===== src/rtl/seg_scan_ctrl.sv =====
// seg_scan_ctrl: tear-free frame scan controller for an N-digit 7-seg display.
// In:  clk, rst_n, load, bcd_data, lz_blank_en
// Out: load_ack, frame_start, bcd_sel, dig_en_n, bcd_err
module seg_scan_ctrl #(
  parameter int NUM_DIGITS   = 4,
  parameter int SCAN_DIV     = 50000,
  parameter int GUARD_CYCLES = 500
) (
  input  logic                    clk,
  input  logic                    rst_n,
  input  logic                    load,
  input  logic [4*NUM_DIGITS-1:0] bcd_data,
  input  logic                    lz_blank_en,
  output logic                    load_ack,
  output logic                    frame_start,
  output logic [3:0]              bcd_sel,
  output logic [NUM_DIGITS-1:0]   dig_en_n,
  output logic                    bcd_err
);

  localparam int CW = $clog2(SCAN_DIV);
  localparam int IW = $clog2(NUM_DIGITS);
  localparam int DW = 4 * NUM_DIGITS;

  typedef enum logic {
    GUARD,
    ON
  } phase_t;

  phase_t                state;
  phase_t                state_nxt;
  logic [CW-1:0]         slot_cnt;
  logic [IW-1:0]         dig_idx;
  logic [DW-1:0]         disp;
  logic [DW-1:0]         pend;
  logic                  pend_v;

  logic                  slot_end;
  logic                  idx_end;
  logic                  frame_edge;
  logic                  commit;
  logic [DW-1:0]         disp_nxt;
  logic [3:0]            code_nxt;
  logic                  cur_blank;
  logic                  err_nxt;
  logic [NUM_DIGITS-1:0] onehot_n;
  logic [NUM_DIGITS-1:0] en_nxt;

  assign slot_end   = slot_cnt == CW'(SCAN_DIV - 1);
  assign idx_end    = dig_idx == IW'(NUM_DIGITS - 1);
  assign frame_edge = (slot_cnt == '0) && (dig_idx == '0);
  assign commit     = frame_edge && pend_v;

  // bcd_sel is loaded in the commit cycle, so it must see the new frame
  assign disp_nxt = commit ? pend : disp;

  always_comb begin
    logic tail_zero;
    code_nxt  = 4'd0;
    cur_blank = 1'b0;
    onehot_n  = '1;
    tail_zero = 1'b1;
    for (int i = NUM_DIGITS - 1; i >= 0; i--) begin
      tail_zero = tail_zero && (disp[4*i +: 4] == 4'd0);
      if (dig_idx == IW'(i)) begin
        code_nxt    = disp_nxt[4*i +: 4];
        onehot_n[i] = 1'b0;
        cur_blank   = (disp[4*i +: 4] > 4'd9) ||
                      ((i != 0) && lz_blank_en && tail_zero);
      end
    end
  end

  always_comb begin
    err_nxt = 1'b0;
    for (int i = 0; i < NUM_DIGITS; i++) begin
      if (pend[4*i +: 4] > 4'd9) err_nxt = 1'b1;
    end
  end

  always_comb begin
    state_nxt = state;
    en_nxt    = '1;
    if (slot_end) begin
      state_nxt = GUARD;
    end else if (slot_cnt == CW'(GUARD_CYCLES - 1)) begin
      state_nxt = ON;
    end
    if (state == ON && !cur_blank) begin
      en_nxt = onehot_n;
    end
  end

  always_ff @(posedge clk or negedge rst_n) begin
    if (!rst_n) begin
      state <= GUARD;
    end else begin
      state <= state_nxt;
    end
  end

  always_ff @(posedge clk or negedge rst_n) begin
    if (!rst_n) begin
      slot_cnt <= '0;
      dig_idx  <= '0;
    end else begin
      if (slot_end) begin
        slot_cnt <= '0;
        dig_idx  <= idx_end ? '0 : dig_idx + 1'b1;
      end else begin
        slot_cnt <= slot_cnt + 1'b1;
      end
    end
  end

  // a load in the commit cycle becomes the next pending frame
  always_ff @(posedge clk or negedge rst_n) begin
    if (!rst_n) begin
      pend   <= '0;
      pend_v <= 1'b0;
    end else if (load) begin
      pend   <= bcd_data;
      pend_v <= 1'b1;
    end else if (commit) begin
      pend_v <= 1'b0;
    end
  end

  always_ff @(posedge clk or negedge rst_n) begin
    if (!rst_n) begin
      disp    <= '0;
      bcd_err <= 1'b0;
    end else if (commit) begin
      disp    <= pend;
      bcd_err <= err_nxt;
    end
  end

  always_ff @(posedge clk or negedge rst_n) begin
    if (!rst_n) begin
      load_ack    <= 1'b0;
      frame_start <= 1'b0;
      bcd_sel     <= 4'd0;
      dig_en_n    <= '1;
    end else begin
      load_ack    <= commit;
      frame_start <= frame_edge;
      dig_en_n    <= en_nxt;
      if (slot_cnt == '0) begin
        bcd_sel <= code_nxt;
      end
    end
  end

endmodule


===== config.mk =====
export PLATFORM = sky130hd
export DESIGN_NAME = seg_scan_ctrl
export DESIGN_NICKNAME = d
export VERILOG_FILES = /design/src/rtl/seg_scan_ctrl.sv
export SDC_FILE = /design/constraint.sdc
export NUM_CORES = 1
export LEC_CHECK = 0
export CORE_ASPECT_RATIO = 0.8
export CORE_MARGIN = 4
export CORE_UTILIZATION = 56
export DETAILED_ROUTE_END_ITERATION = 6
export GPL_ROUTABILITY_DRIVEN = 0
export GPL_TIMING_DRIVEN = 0
export PLACE_DENSITY_LB_ADDON = 0.3
export RECOVER_POWER = 100
export SYNTH_ARGS = -nofsm -noshare
export SYNTH_HDL_FRONTEND = slang
export SYNTH_SLANG_ARGS = --single-unit
export TNS_END_PERCENT = 20

===== constraint.sdc =====
create_clock -name clk -period 2.99 [get_ports clk]
set_input_delay 0.598 -clock clk [delete_from_list [all_inputs] [get_ports clk]]
set_output_delay 0.598 -clock clk [all_outputs]
set_load 0.1 [all_outputs]

Word-level counts from Yosys, hierarchy flattened

Cells that the tools add are included.

Register bits after elaboration: 63
Logic and storage cells: 69

$add $sub $neg: 2
$lt $le $gt $ge: 8
Eq/ne operators: 5
Multiplexer cells: 24
Reduce and logical (&&, ||, !) cells: 19

Operators by type and width:

| cell                  | count |
|---|---|
| $gt 4x4->1 const B    | 8 |
| $mux 16               | 2 |
| $mux 4                | 5 |
| $add 16x1->16 const B | 1 |
| $eq 16x16->1 const B  | 1 |
| $eq 16x9->1 const B   | 1 |
| $logic_not 16->1      | 1 |
| $mux 1                | 16 |
| $logic_not 4->1       | 3 |
| $logic_and 1x1->1     | 8 |
| $eq 2x2->1 const B    | 2 |
| $reduce_bool 2->1     | 2 |
| $logic_or 1x1->1      | 3 |
| $add 2x1->2 const B   | 1 |
| $eq 2x1->1 const B    | 1 |
| $logic_not 2->1       | 1 |
| $mux 2                | 1 |
| $logic_not 1->1       | 1 |

Depth between registers and ports, before layout

Gate-level depths: netlist (run 1).

Depth in word-level cells: 10
Depth in mapped cells: 7

Worst setup path after synthesis (run 1)

OpenSTA, ideal clock, no wires.

Kind: register to register
Start: reg slot_cnt[11]
End: reg disp[10]
Setup time: 125 ps
Arrival time: 1,987 ps
Data required time: 2,865 ps
Slack: 878 ps
Cell stages (with the launch flop): 5
Buffers on the path: 1
Period minus slack after synthesis: 2,112 ps
Cell sequence: dfrtp_1 or4_4 nor4_4 buf_6 mux2_2

Cells in the longest elaborated chain, start to end: 4

Ends and longest elaborated chain:

| element                | line | text |
|---|---|---|
| from (decl)            | 32   | `logic [CW-1:0] slot_cnt;` |
| from (signal assigned) | 111  | `slot_cnt <= slot_cnt + 1'b1;` |
| $logic_not 16->1       | 51   | `assign frame_edge = (slot_cnt == '0) && (dig_idx == '0);` |
| $logic_and 1x1->1      | 51   |  |
| $logic_and 1x1->1      | 52   | `assign commit = frame_edge && pend_v;` |
| $mux 16                | -    |  |
| via disp_nxt[10]       | 42   | `logic [DW-1:0] disp_nxt;` |
| to (signal assigned)   | 134  | `disp <= pend;` |
| to (decl)              | 34   | `logic [DW-1:0] disp;` |

The timed path passes the listed nets, and every way through them passes these cells.
A chain may end at the register's enable or synchronous reset.

Final worst setup path (run 1)

Start: reg dig_en_n[3]
End: out dig_en_n[3]

RTL lines:

| element                | line | text |
|---|---|---|
| from (decl)            | 17   | `output logic [NUM_DIGITS-1:0] dig_en_n,` |
| from (signal assigned) | 148  | `dig_en_n <= en_nxt;` |

No word-level cell between the ends.

==> flow_metrics.py, run 1 <==
metrics = {
    "drt": {
        "first_pass_iters": 4,
        "ant_nets": 0,
        "avgViaCountPerCell": 5.768,
        "vias": 2013,
        "drt_iter0_markers": 101,
        "wl_mm": 5.692,
        "drc_errors": 0,
        "wire_per_inst_um": 16.31,
    },
    "placement": {
        "hpwl_mm": 4.024,
        "dp.cells": 333,
        "portBuffers": 29,
    },
    "final_layout": {
        "multi_input_area_mm2": 0.001262,
        "synthToLayoutAreaGrowth_pct": 19.99,
        "n_antenna_cell": 0,
        "fill_cells": 370,
        "drive_above_1_share": 0.2160,
        "layout_common_cells": "dfrtp_1, mux2_2, clkdlybuf4s50_1",
        "layout.nets": 308,
        "final_util": 0.6949,
        "layout_commonest_cell": "dfrtp_1",
        "regArea_mm2": 0.001582,
        "fin_cells": 349,
    },
    "global_route": {
        "grt_start_max_net_pins": 39,
        "grt_usage": 0.1981,
        "grt_pass1_wl_mm": 9.515,
        "overflow": 0,
        "grt_pass1_vias": 1937,
        "antenna_found_initial": 0,
    },
    "logic_synthesis": {
        "yosysTopAreaCell": "dfrtp_1",
        "synth-edff-count": 0,
        "syn_nets": 267,
        "seq_area_frac_synth": 0.5423,
        "syn-cell-area_mm2": 0.002917,
        "yosys.area.top_type_share": 0.5062,
        "synth-seq-cells": 63,
        "yosys_warnings": 0,
        "netlist_instances": 241,
        "yosysUniqueCellTypes": 39,
        "avgSynthCellArea_um2": 12.10,
        "synth_ff_type": "dfrtp_1",
        "async_reset_ff_frac": 1.000,
        "synth.area.top_cells": "dfrtp_1, mux2_2, dfstp_2",
    },
    "critical_path": {
        "worstSetupPathType": "reg2out",
        "critPathSlowestCell": "dlygate4sd3_1",
        "crit_family": "buffers and inverters",
        "crit_path_max_incr_delay_ps": 1190,
        "path_buf_inv": 1,
        "crit_path_cell_trace": "dlygate4sd3_1",
        "start_kind": "flip-flop",
        "crit_fanout": 1,
        "end_kind": "output port",
        "cp.required_ps": 2390,
        "critPathArrivalTime_ps": 2040,
    },
    "clock_network": {
        "cts_root_buf": "clkbuf_8",
        "cts_buffers": 9,
        "clk_path_buf_depth": 2,
        "ctsHoldBuffers": 0,
        "clk_pin_slew_ps": 60,
        "h-tree-depth": 3,
        "clk_latency_ps": 340,
        "cts_tree": "built",
        "cts.sinks": 63,
        "cts_setup_buffers": 0,
        "cts_resized": 0,
    },
    "sta": {
        "fin_tns_setup_ps": 0,
        "finalHoldViolCount": 0,
        "rsz0062_at_grt": "false",
        "post-route-min-period_ps": 2640,
        "maxSlewHeadroom": 0.1103,
        "whs_ps": 505.4,
        "worstMarginPinSlew_ps": 1335,
        "clock_skew_ps": 9.917,
        "final_max_slew_viol_count": 0,
        "max_freq_mhz": 378.8,
        "setup_viol": 0,
        "fin_crit_sh": 0.8830,
    },
    "hold_path": {
        "hold_path.class": "reg2reg",
    },
    "floorplan": {
        "die_height_um": 72.55,
        "die_area_mm2": 0.006434,
        "rows": 23,
        "pin_count": 31,
        "coreArea_mm2": 0.005036,
        "die_x_um": 88.69,
        "initial_utilization": 0.5791,
    },
    "job": {
        "max_cap_viol_count": 0,
    },
    "outcome": {
        "outcome": "finished, final reports clean",
    },
    "power_and_ir_drop": {
        "irDropWorstVdd_uv": 386.5,
        "leakage_nw": 1.534,
        "power_density_mw_per_mm2": 540.0,
    },
}
metal layers:
metal  track usage  vias to the layer above  part of all wire
li1              -                      963                 -
met3       0.06243                        8             0.065
met1        0.2857                      990              0.49
met5             0                        -                 0
met4       0.07047                        0             0.013
met2        0.2825                       52              0.43
final timing paths:
| check | from | to | slack, ps | cells after the start |
|---|---|---|---|---|
| max | dig_en_n[3] | dig_en_n[3] | 350 | 1 |
| min | bcd_err | bcd_err | 510 | 1 |
| max reg2reg | dig_idx[0] | disp[11] | 360 | 7 |
| min reg2reg | bcd_err | bcd_err | 510 | 1 |
| max in group asynchronous | rst_n | slot_cnt[4] | 900 | 2 |
| min in group asynchronous | rst_n | pend[11] | 540 | 1 |
logic make-up after synthesis:
group	after synthesis	synth area share
AO/OA/AOI/OAI	31	0.06907
XOR/XNOR	12	0.03604
adder cells (fa/ha/maj)	6	0.02574
buffers and inverters	17	0.02488
flip-flops	63	0.5423
multiplexers	41	0.1566
AND/OR/NAND/NOR	71	0.1454
synth_stat cells (all sizes together), types with 4 or more instances:
library cell	count
inv	8
nand2	7
nor4	8
a211oi	4
a2111oi	4
nand3	8
dfrtp	59
xor2	7
dfstp	4
clkbuf	7
or3	5
o21ai	12
xnor2	5
mux2i	4
ha	6
nand4	7
mux2	37
nor3b	5
nor2	15
a21oi	4
registers in the layout (all words and copies together) (netlist names):
register,flops
bcd_sel,4
slot_cnt,16
pend,16
disp,16
dig_en_n,4
pend_v,1
load_ack,1
frame_start,1
bcd_err,1
state,1
dig_idx,2
per-stage QoR:
step | cell area [um^2] | setup WS (ps) | power, W
after floorplan | 2917 | 878.2 | 0.001011
final | 3500 | 349.9 | 0.001890
after detailed placement | 3299 | 510.6 | 0.001083
after CTS | 3523 | 390.0 | 0.001919
after global routing | 3500 | 187.7 | 0.001962
after global placement | 3284 | -631.2 | 0.001076
where the power goes:
group          internal [W]  leakage, nW  switching (W)  total (W)
clock network      0.000514        0.114       0.000315   0.000829
logic             0.0000660        0.634      0.0000760   0.000142
registers          0.000890        0.787      0.0000286   0.000919
total               0.00147         1.53       0.000419    0.00189
final cells by class:
type / count / area share
Timing Repair Buffer: 30 / 0.08259
Tap cell: 62 / 0.02217
Clock inverter: 3 / 0.01859
Inverter: 8 / 0.008581
Sequential cell: 63 / 0.4519
Multi-Input combinational cell: 161 / 0.3607
Clock buffer: 13 / 0.04541
Buffer: 9 / 0.01001
No activity file was read; power rests on OpenSTA's default activity.
==> run 2, diff against run 1 <==
--- a/config.mk
+++ b/config.mk
@@ -5,14 +5,13 @@
 export SDC_FILE = /design/constraint.sdc
 export NUM_CORES = 1
 export LEC_CHECK = 0
-export CORE_ASPECT_RATIO = 0.8
 export CORE_MARGIN = 4
 export CORE_UTILIZATION = 56
 export DETAILED_ROUTE_END_ITERATION = 6
 export GPL_ROUTABILITY_DRIVEN = 0
 export GPL_TIMING_DRIVEN = 0
 export PLACE_DENSITY_LB_ADDON = 0.3
-export RECOVER_POWER = 100
+export RECOVER_POWER = 50
 export SYNTH_ARGS = -nofsm -noshare
 export SYNTH_HDL_FRONTEND = slang
 export SYNTH_SLANG_ARGS = --single-unit
==> flow_metrics.py, run 2 (synthesis results as in run 1) <==
metrics = {
    "outcome": {
        "outcome": "finished, violations left",
        "failed_checks": "capacitance limit, slew limit",
    },
    "drt": {
        "first_pass_iters": 4,
        "drc_errors": 0,
        "vias": 1997,
        "wire_per_inst_um": 15.66,
        "avgViaCountPerCell": 5.594,
        "wl_mm": 5.590,
        "drt_iter0_markers": 72,
        "ant_nets": 0,
    },
    "floorplan": {
        "die_height_um": 80.17,
        "coreArea_mm2": 0.005075,
        "initial_utilization": 0.5747,
        "die_x_um": 80.17,
        "pin_count": 31,
        "die_area_mm2": 0.006426,
        "rows": 26,
    },
    "sta": {
        "fin_crit_sh": 0.8664,
        "worstMarginPinSlew_ps": 1534,
        "max_freq_mhz": 386.0,
        "whs_ps": 493.7,
        "rsz0062_at_grt": "false",
        "final_max_slew_viol_count": 31,
        "post-route-min-period_ps": 2590,
        "setup_viol": 0,
        "maxSlewHeadroom": -0.02300,
        "finalHoldViolCount": 0,
        "clock_skew_ps": 13.28,
        "fin_tns_setup_ps": 0,
        "worst_slack_ps": 399.6,
    },
    "clock_network": {
        "clk_path_buf_depth": 2,
        "ctsHoldBuffers": 0,
        "cts.sinks": 63,
        "clk_pin_slew_ps": 60,
        "cts_tree": "built",
        "cts_root_buf": "clkbuf_8",
        "cts_setup_buffers": 0,
        "cts_resized": 0,
        "cts_buffers": 9,
        "h-tree-depth": 3,
        "clk_latency_ps": 340,
    },
    "final_layout": {
        "n_antenna_cell": 0,
        "layout_commonest_cell": "dfrtp_1",
        "fin_area_mm2": 0.003535,
        "layout_common_cells": "dfrtp_1, mux2_2, clkdlybuf4s50_1",
        "reg.largest.list": "disp x16, pend x16, slot_cnt x16",
        "layout.nets": 308,
        "synthToLayoutAreaGrowth_pct": 21.19,
        "drive_above_1_share": 0.2300,
    },
    "placement": {
        "portBuffers": 29,
        "preCtsSetupSlack_ps": 538.9,
        "placed_area_mm2": 0.003309,
        "hpwl_mm": 4.054,
    },
    "critical_path": {
        "path_buf_inv": 1,
        "worstSetupPathType": "reg2out",
        "crit_path_start": "dig_en_n[3]",
        "crit_family": "buffers and inverters",
        "r2r-start": "dig_idx[0]",
        "rr_endpoint": "disp[12]",
        "crit_fanout": 1,
        "rrSetupSlack_ps": 530,
        "worst-r2r-cell-count": 7,
        "crit_path_cell_trace": "clkdlybuf4s50_1",
        "crit_path_max_incr_delay_ps": 1140,
        "start_kind": "flip-flop",
        "critPathCapture": "dig_en_n[3]",
        "end_kind": "output port",
        "cp.required_ps": 2390,
        "critPathSlowestCell": "clkdlybuf4s50_1",
        "critPathArrivalTime_ps": 1990,
        "crit_cells": 1,
    },
    "job": {
        "max_cap_viol_count": 1,
    },
    "power_and_ir_drop": {
        "power_density_mw_per_mm2": 545.0,
        "leakage_nw": 1.541,
        "irDropWorstVdd_uv": 486.3,
    },
    "global_route": {
        "grt_usage": 0.2025,
        "grt_pass1_vias": 2135,
        "grt_start_max_net_pins": 35,
        "antenna_found_initial": 0,
        "overflow": 0,
        "grt_pass1_wl_mm": 9.804,
    },
    "hold_path": {
        "hold_path.class": "reg2reg",
    },
}
[run 2: layout make-up]
| type | count | area (um^2) |
|---|---|---|
| plain buffers | 9 | 42.54 |
| clock buffers | 12 | 165.2 |
| clock inverters | 4 | 76.32 |
| fillers | 395 | 1540 |
| inverters | 8 | 30.03 |
| multi-input cells | 161 | 1262 |
| flip-flops and latches | 63 | 1582 |
| well taps | 70 | 87.58 |
| repair buffers | 30 | 289.0 |
[run 2: metal layers]
metal,part of all wire,track usage,up-vias
met4,0.024,0.08277,0
li1,-,-,961
met1,0.44,0.2435,981
met3,0.040,0.07399,13
met5,0,0,-
met2,0.50,0.3286,42
[run 2: how the worst min path moves through the flow]
| stage | from | end | slack, ps | cells after the start |
|---|---|---|---|---|
| floorplan | rst_n | bcd_err | 300 | 0 |
| detailed placement | slot_cnt[7] | slot_cnt[7] | 480 | 1 |
| global placement | slot_cnt[7] | slot_cnt[7] | 470 | 1 |
| finish | slot_cnt[7] | slot_cnt[7] | 490 | 1 |
| global route | bcd_sel[1] | bcd_sel[1] | 520 | 1 |
| CTS | rst_n | load_ack | 310 | 1 |
[run 2: power by group]
| part | leakage (nW) | switching [W] | internal (W) |
|---|---|---|---|
| combinational | 0.635 | 0.0000761 | 0.0000679 |
| clock | 0.119 | 0.000325 | 0.000539 |
| sequential | 0.787 | 0.0000290 | 0.000890 |
| total | 1.54 | 0.000430 | 0.00150 |
[run 2: per-stage QoR]
stage,utilization,total power (W),instances
floorplan,-,0.001011,241
global placement,0.6492,0.001075,340
detailed placement,0.6521,0.001083,341
CTS,0.6997,0.001945,357
global route,0.6965,0.002008,357
finish,0.6965,0.001926,357
==> RTL change: new RTL, config.mk and constraints of run 1 <==
The parameter `GUARD_CYCLES` goes from 500 to 256.
--- a/src/rtl/seg_scan_ctrl.sv
+++ b/src/rtl/seg_scan_ctrl.sv
@@ -6,3 +6,3 @@
   parameter int SCAN_DIV     = 50000,
-  parameter int GUARD_CYCLES = 500
+  parameter int GUARD_CYCLES = 256
 ) (
Formal check against the unedited RTL: same outputs for any inputs over 10 cycles, from zero or initial values and one cycle with rst_n low; that may be too few to reach the edited logic, so the function may still have changed.
==> RTL change against run 1 <==
Sequential cell count stayed put; worst setup slack worse by 0.0093 ns; via count is 0.45% higher; synthesized cell count is 2.9% higher; worst hold slack worse by 0.022 ns; total power is 10% lower; design area is 2.1% lower; clock power is 23% lower; routed wire length is 2.1% lower; synthesized area stayed put.
==> RTL change: results (changes against run 1) <==
### Run status
- run status: finished, final reports clean

### Routing
- final routed wire length divided by cell count: 15.7 µm, -4.0%
- met3 routed wirelength: 384 µm, +4.1%
- first-iteration detailed-routing DRC count: 173, +71%
- length of routed met2 wiring: 2460 µm, -0.49%
- wire length the detailed router placed on met1: 2670 µm, -3.9%
- number of vias per cell after detailed routing: 5.68, -1.5%

### STA
- slew at the pin closest to its max-slew limit: 1.47 ns, +0.138 ns

### Synthesis
- top cells by count, synth: sky130_fd_sc_hd__dfrtp_1, sky130_fd_sc_hd__mux2_2, sky130_fd_sc_hd__nand2_1, sky130_fd_sc_hd__nor2_1, sky130_fd_sc_hd__o21ai_0
- mux share of post-synthesis cell area: 0.145, -0.0120
- cell types with the largest area share after synthesis: sky130_fd_sc_hd__dfrtp_1, sky130_fd_sc_hd__mux2_2, sky130_fd_sc_hd__mux2_1, sky130_fd_sc_hd__dfstp_2, sky130_fd_sc_hd__ha_1
- Distinct cells, synth: 43, +10%
- fraction of synthesized cell area in xor and xnor cells: 0.0390, +0.00300
- post-synthesis net count: 274, +2.6%

### Place
- number of placed cells counting well taps: 340, +2.1%
- DPL Wire Length: 4110 µm, +2.1%

### Global route
- met3 Use GR: 0.0840, +0.0216
- met1 Resource Use GR: 0.297, +0.0110
- wire length of the first global-routing pass: 9720 µm, +2.1%
- met2 global-route usage: 0.280, -0.00247
- total global routing track utilization: 0.204, +0.00574

### Layout
- clock network area share: 0.0490, -0.0150
- Layout non-clock buf frac: 0.0957, +0.00313
- fraction of final layout cells with drive strength greater than 1: 0.153, -0.0630
- multi-input combinational cell area: 1250 µm², -1.2%
- area growth from synthesis to layout: 17.4%
- # clk buffers: 12, -1
- layout net count: 315, +2.3%
- number of signal-net buffers in the layout: 40, +2.6%
- Top Registers: disp x16, pend x16, slot_cnt x16
- non-clock inverter total of the final layout: 6, -2
- count of multi-input combinational gates: 169, +5.0%

### Power
- combinational power share: 0.085, +0.010
- P per Cell Area: 496 nW/µm², -8.1%
- share of total power consumed by net switching: 0.250, +0.0286
- clock network power consumption: 635 µW, -23%
- static leakage: 1.52 nW, -0.99%

## RTL change: changes by cell type after synthesis, sizes merged, moves of 3 or more
| cell | before | now |
|---|---|---|
| a2111oi | 4 | 1 |
| a211oi | 4 | 1 |
| a22oi | 0 | 4 |
| and3b | 3 | 0 |
| mux2 | 37 | 33 |
| nand2 | 7 | 19 |
| nand3 | 8 | 11 |
| nor2 | 15 | 20 |
| nor3b | 5 | 0 |
| nor4 | 8 | 3 |
| o211ai | 2 | 5 |
| o21ai | 12 | 15 |
| or3 | 5 | 0 |
## RTL change: worst paths after layout
check                                  from           end  slack [ns]  cells past startpoint
worst max-delay path            dig_en_n[1]   dig_en_n[1]        0.34                      1
max in group asynchronous             rst_n  slot_cnt[10]        0.86                      2
worst max register to register  slot_cnt[0]      disp[12]        0.38                      7
worst min register to register   bcd_sel[0]    bcd_sel[0]        0.48                      2
min in group asynchronous             rst_n      disp[12]        0.59                      1
worst min-delay path             bcd_sel[0]    bcd_sel[0]        0.48                      2
